--- src/rtl/neuron_pkg.sv ---
// Shared types and Q8.8 fixed-point constants for the neuron sequencer.
package neuron_pkg;

  typedef enum logic [1:0] {
    ST_IDLE   = 2'd0,
    ST_LOAD   = 2'd1,
    ST_MAC    = 2'd2,
    ST_FINISH = 2'd3
  } state_t;

  localparam int          FRAC_BITS = 8;
  localparam int          DATA_W    = 16;
  localparam logic [15:0] Q_MAX     = 16'h7FFF;
  localparam logic [15:0] Q_MIN     = 16'h8000;
  localparam int          ACC_W_DEF = 40;

endpackage

--- src/rtl/neuron_mac.sv ---
// Signed Q8.8 multiply-accumulate with clear, saturating Q8.8 result and threshold compare.
module neuron_mac
  import neuron_pkg::*;
#(
  parameter int ACC_W = ACC_W_DEF
) (
  input  logic                     clk,
  input  logic                     rst,
  input  logic                     clr,
  input  logic                     en,
  input  logic signed [DATA_W-1:0] x,
  input  logic signed [DATA_W-1:0] w,
  input  logic signed [DATA_W-1:0] thresh,
  output logic        [DATA_W-1:0] sat_next,
  output logic                     ge_next
);

  logic signed [2*DATA_W-1:0] prod;
  logic signed [ACC_W-1:0]    acc;
  logic signed [ACC_W-1:0]    acc_next;
  logic signed [ACC_W-1:0]    shifted;
  logic signed [ACC_W-1:0]    thr_ext;
  logic signed [ACC_W-1:0]    max_v;
  logic signed [ACC_W-1:0]    min_v;

  assign prod     = x * w;
  assign acc_next = acc + {{(ACC_W-2*DATA_W){prod[2*DATA_W-1]}}, prod};
  assign shifted  = acc_next >>> FRAC_BITS;
  // threshold moved from Q8.8 into the Q16.16 accumulator scale
  assign thr_ext  = {{(ACC_W-DATA_W-FRAC_BITS){thresh[DATA_W-1]}}, thresh, {FRAC_BITS{1'b0}}};
  assign max_v    = {{(ACC_W-DATA_W){1'b0}}, Q_MAX};
  assign min_v    = {{(ACC_W-DATA_W){1'b1}}, Q_MIN};
  assign ge_next  = (acc_next >= thr_ext);

  always_comb begin
    sat_next = shifted[DATA_W-1:0];
    if (shifted > max_v)
      sat_next = Q_MAX;
    else if (shifted < min_v)
      sat_next = Q_MIN;
  end

  always_ff @(posedge clk) begin
    if (rst || clr)
      acc <= '0;
    else if (en)
      acc <= acc_next;
  end

endmodule

--- src/rtl/neuron_sequencer.sv ---
// Streams N_INPUTS samples against ROM weights, accumulates, and fires against a threshold.
module neuron_sequencer
  import neuron_pkg::*;
#(
  parameter int N_INPUTS  = 10,
  parameter int BASE_ADDR = 1,
  parameter int ACC_W     = ACC_W_DEF
) (
  input  logic        clk,
  input  logic        rst,
  input  logic        start,
  input  logic [15:0] thresh,
  output logic        busy,
  output logic        done,
  output logic        y,
  output logic [15:0] result,
  input  logic        x_valid,
  output logic        x_ready,
  input  logic [15:0] x_data,
  output logic [15:0] rom_addr,
  input  logic [15:0] rom_dout
);

  state_t      state;
  logic [15:0] idx;
  logic [15:0] x_reg;
  logic [15:0] thresh_q;
  logic [15:0] sat_next;
  logic        ge_next;
  logic        mac_clr;
  logic        mac_en;

  assign mac_clr = (state == ST_IDLE) && start;
  assign mac_en  = (state == ST_MAC);

  neuron_mac #(.ACC_W(ACC_W)) u_mac (
    .clk      (clk),
    .rst      (rst),
    .clr      (mac_clr),
    .en       (mac_en),
    .x        (x_reg),
    .w        (rom_dout),
    .thresh   (thresh_q),
    .sat_next (sat_next),
    .ge_next  (ge_next)
  );

  always_ff @(posedge clk) begin
    if (rst) begin
      state    <= ST_IDLE;
      busy     <= 1'b0;
      done     <= 1'b0;
      y        <= 1'b0;
      result   <= '0;
      x_ready  <= 1'b0;
      rom_addr <= 16'(BASE_ADDR);
      idx      <= '0;
      x_reg    <= '0;
      thresh_q <= '0;
    end else begin
      done <= 1'b0;
      case (state)
        ST_IDLE: begin
          if (start) begin
            idx      <= '0;
            rom_addr <= 16'(BASE_ADDR);
            thresh_q <= thresh;
            busy     <= 1'b1;
            x_ready  <= 1'b1;
            state    <= ST_LOAD;
          end
        end
        ST_LOAD: begin
          if (x_valid) begin
            x_reg   <= x_data;
            x_ready <= 1'b0;
            state   <= ST_MAC;
          end
        end
        ST_MAC: begin
          idx      <= idx + 16'd1;
          rom_addr <= rom_addr + 16'd1;
          // outputs captured from the final accumulate so they are valid with done
          if (idx == 16'(N_INPUTS - 1)) begin
            result <= sat_next;
            y      <= ge_next;
            done   <= 1'b1;
            state  <= ST_FINISH;
          end else begin
            x_ready <= 1'b1;
            state   <= ST_LOAD;
          end
        end
        ST_FINISH: begin
          busy  <= 1'b0;
          state <= ST_IDLE;
        end
        default: state <= ST_IDLE;
      endcase
    end
  end

endmodule

--- config.mk ---
export PLATFORM = sky130hd
export DESIGN_NAME = neuron_sequencer
export DESIGN_NICKNAME = d
export VERILOG_FILES = /design/src/rtl/neuron_pkg.sv /design/src/rtl/neuron_mac.sv /design/src/rtl/neuron_sequencer.sv
export SDC_FILE = /design/constraint.sdc
export NUM_CORES = 1
export LEC_CHECK = 0
export CORE_MARGIN = 2
export CORE_UTILIZATION = 55
export CTS_CLUSTER_SIZE = 8
export DETAILED_ROUTE_END_ITERATION = 12
export GPL_TIMING_DRIVEN = 0
export MAX_ROUTING_LAYER = met4
export PLACE_DENSITY = 0.8
export SKIP_LAST_GASP = 1
export SYNTH_ARGS = -nofsm -noshare
export SYNTH_HDL_FRONTEND = slang
export SYNTH_SLANG_ARGS = --single-unit
--- constraint.sdc ---
create_clock -name clk -period 26.4 [get_ports clk]
set_input_delay 2.64 -clock clk [delete_from_list [all_inputs] [get_ports clk]]
set_output_delay 2.64 -clock clk [all_outputs]
set_load 0.02 [all_outputs]
==> impl_metrics.py <==
metrics = {
    "drt": {
        "routed_wl_microns": 48700,
        "dr.pass1.iters": 5,
        "drtIter0Drc": 1127,
        "drc_errors": 0,
        "routed-via-count": 15270,
        "antenna_left": 0,
        "wl_per_cell_microns": 17.72,
        "vias_per_cell": 5.558,
    },
    "logic_synthesis": {
        "synthesis.nets": 2660,
        "synth_ff_type": "dfxtp_1",
        "avgSynthCellArea_sq_um": 8.299,
        "synthDistinctLibCells": 83,
        "synth_edf_count": 0,
        "synth_seq_area_share_pct": 13.89,
        "netlist_area_sq_um": 18160,
        "async_flop_share_pct": 0,
        "synth-seq-cells": 126,
        "synth_cells": 2188,
        "synthesis.yosys.warnings": 0,
    },
    "sta": {
        "layout_min_cycle_time_ns": 14.30,
        "tns_ns": 0,
        "tightest_slew_ns": 1.004,
        "fin_crit_sh_pct": 54.17,
        "rsz0062_at_grt": "no",
        "fin_worst_skew_ns": 0.01942,
        "finalSetupViolCount": 0,
        "max-slew-margin-rel_pct": 32.76,
        "whs_ns": 0.4617,
        "drv_slew": 0,
        "finalHoldViolCount": 0,
        "fmax_ghz": 0.06992,
    },
    "die": {
        "ioPinCount": 88,
        "initial_core_util_pct": 55.81,
        "row_count": 66,
        "dieArea_sq_um": 34480,
        "die_h_microns": 185.7,
        "die_w_microns": 185.7,
        "core_sq_um": 32540,
    },
    "worst_hold_path": {
        "hold_start": "u_mac.acc[0]",
        "hp-class": "flop to flop",
        "hold_path_depth": 2,
        "min_to": "u_mac.acc[0]",
    },
    "global_route": {
        "grt_max_degree": 18,
        "first_global_vias": 15690,
        "grt_pass1_wl_microns": 80770,
        "antenna_found_initial": 0,
        "grt_remaining_overflow": 0,
        "grt_usage_pct": 30.94,
    },
    "layout": {
        "multi_input_area_sq_um": 13860,
        "fill_cells": 2827,
        "drive_gt1_share_pct": 3.686,
        "final_cell_mix": "inv_1 (368), nand2_1 (329), fa_1 (263)",
        "regArea_sq_um": 2522,
        "mostFrequentLayoutCell": "inv_1",
        "diodes": 0,
        "area_growth_pct": 11.07,
        "max_flop_register": "u_mac.acc",
        "nNetsFinal": 2765,
        "largest_reg_flops": 40,
    },
    "placed_design": {
        "dpl.hpwl_microns": 39860,
        "io_buffers": 86,
        "globalplace.congestion": 0.9657,
    },
    "power": {
        "p_leak_nw": 9.256,
        "total_power_mw": 1.461,
        "peakVddDrop_mv": 0.1613,
        "power_density_nw_per_um2": 72.41,
    },
    "clock_tree": {
        "cts_resized": 0,
        "cts_buffers": 17,
        "htreeDepth": 4,
        "cts_buffer_depth": 2,
        "post_cts_buffers": 0,
        "clk_pin_slew_ns": 0.06,
        "cts_tree": "done",
        "cts.sinks": 126,
        "cts_hold_buf": 0,
        "root_buffer": "clkbuf_16",
        "clock_latency_ns": 0.44,
    },
    "setup_path": {
        "crit_type": "input port to flop",
        "cp-end-kind": "flop",
        "cp_max_fo": 10,
        "reg2regPathDepth": 41,
        "cp.required_ns": 26.70,
        "critPathMaxStageDelay_ns": 0.75,
        "cp-start-kind": "input port",
        "r2r_start": "x_reg[1]",
        "worstReg2RegEnd": "y",
        "crit_arrival_ns": 14.60,
        "reg2reg_slack_ns": 14.44,
        "cpMaxStageDelayCell": "clkdlybuf4s50_1",
        "path_common_cell": "fa_1",
    },
    "outcome": {
        "status": "finished, final reports clean",
    },
    "job": {
        "drv_cap": 0,
    },
}
power breakdown:
part	switching, mW	leakage [nW]	internal, mW	total [mW]
registers	0.00636	1.02	0.195	0.201
clock network	0.106	0.290	0.144	0.250
logic	0.609	7.95	0.400	1.01
per-stage QoR:
step | cell area [sq um] | cells | util (%) | setup WS (ns)
6_report | 20170 | 2748 | 61.99 | 12.10
5_1_grt | 20170 | 2748 | 61.99 | 11.44
4_1_cts | 20170 | 2748 | 61.99 | 12.23
3_5_place_dp | 19570 | 2716 | 60.16 | 11.81
3_3_place_gp | 19570 | 2716 | 60.16 | 12.00
2_1_floorplan | 18160 | 2188 | - | 14.87
how the worst max path moves through the flow:
| stage | startpoint | end | depth (start not counted) |
|---|---|---|---|
| floorplan | rom_dout[8] | y | 43 |
| global placement | rom_dout[8] | y | 44 |
| detailed placement | rom_dout[8] | y | 44 |
| CTS | rom_dout[8] | y | 44 |
| global route | rom_dout[9] | y | 42 |
| finish | rom_dout[9] | y | 42 |
per-layer routing:
| layer | up-vias | global-route usage [%] | routed length [microns] | share of wire, % |
|---|---|---|---|---|
| met1 | 7347 | 39.36 | 20540 | 42 |
| met3 | 110 | 5.185 | 3457 | 7.1 |
| met5 | - | - | 0 | 0 |
| met2 | 583 | 50.14 | 23000 | 47 |
| met4 | 0 | 10.74 | 1707 | 3.5 |
| li1 | 7234 | - | - | - |
cells in the mapped netlist, drive strengths merged, types with 15 or more instances:
master	count	area, sq um
a211oi	27	227.7
a21o	33	255.2
a21oi	163	834.6
and2	120	752.0
and3	15	100.1
clkbuf	75	335.3
dfxtp	126	2522
fa	263	5265
ha	157	1964
inv	368	1381
nand2	329	1235
nand2b	18	112.6
nand3	40	200.2
nand4	18	112.6
nor2	115	431.7
nor3	30	155.1
o211ai	15	112.6
o21ai	50	250.2
o21bai	15	112.6
or3	19	125.1
xnor2	47	419.2
xor2	18	157.7
layout make-up:
class,instances,area share (%)
Sequential cell,126,12.51
Clock buffer,18,2.177
Tap cell,442,2.742
Clock inverter,14,0.7816
Multi-Input combinational cell,1611,68.71
Buffer,83,1.967
Timing Repair Buffer,86,4.268
Inverter,368,6.849
cells by family (layout without fill, tap and decap cells):
kind of cell,Yosys count,count (layout),share of synthesized area (%)
AO/OA/AOI/OAI,370,370,13.37
AND/OR/NAND/NOR,749,749,19.56
buffers and inverters,451,569,9.791
adder cells (fa/ha/maj),420,420,39.81
flip-flops,126,126,13.89
multiplexers,7,7,0.3928
XOR/XNOR,65,65,3.176
worst max-delay path, delay by kind of cell:
| kind | cells | cell delay (ns) |
|---|---|---|
| simple gates | 12 | 2.84 |
| mux | 2 | 0.34 |
| buf+inv | 8 | 1.82 |
| xor+xnor | 1 | 0.20 |
| compound gates | 10 | 2.57 |
| fa+ha+maj | 9 | 4.14 |
(Power assumes the default switching activity.)
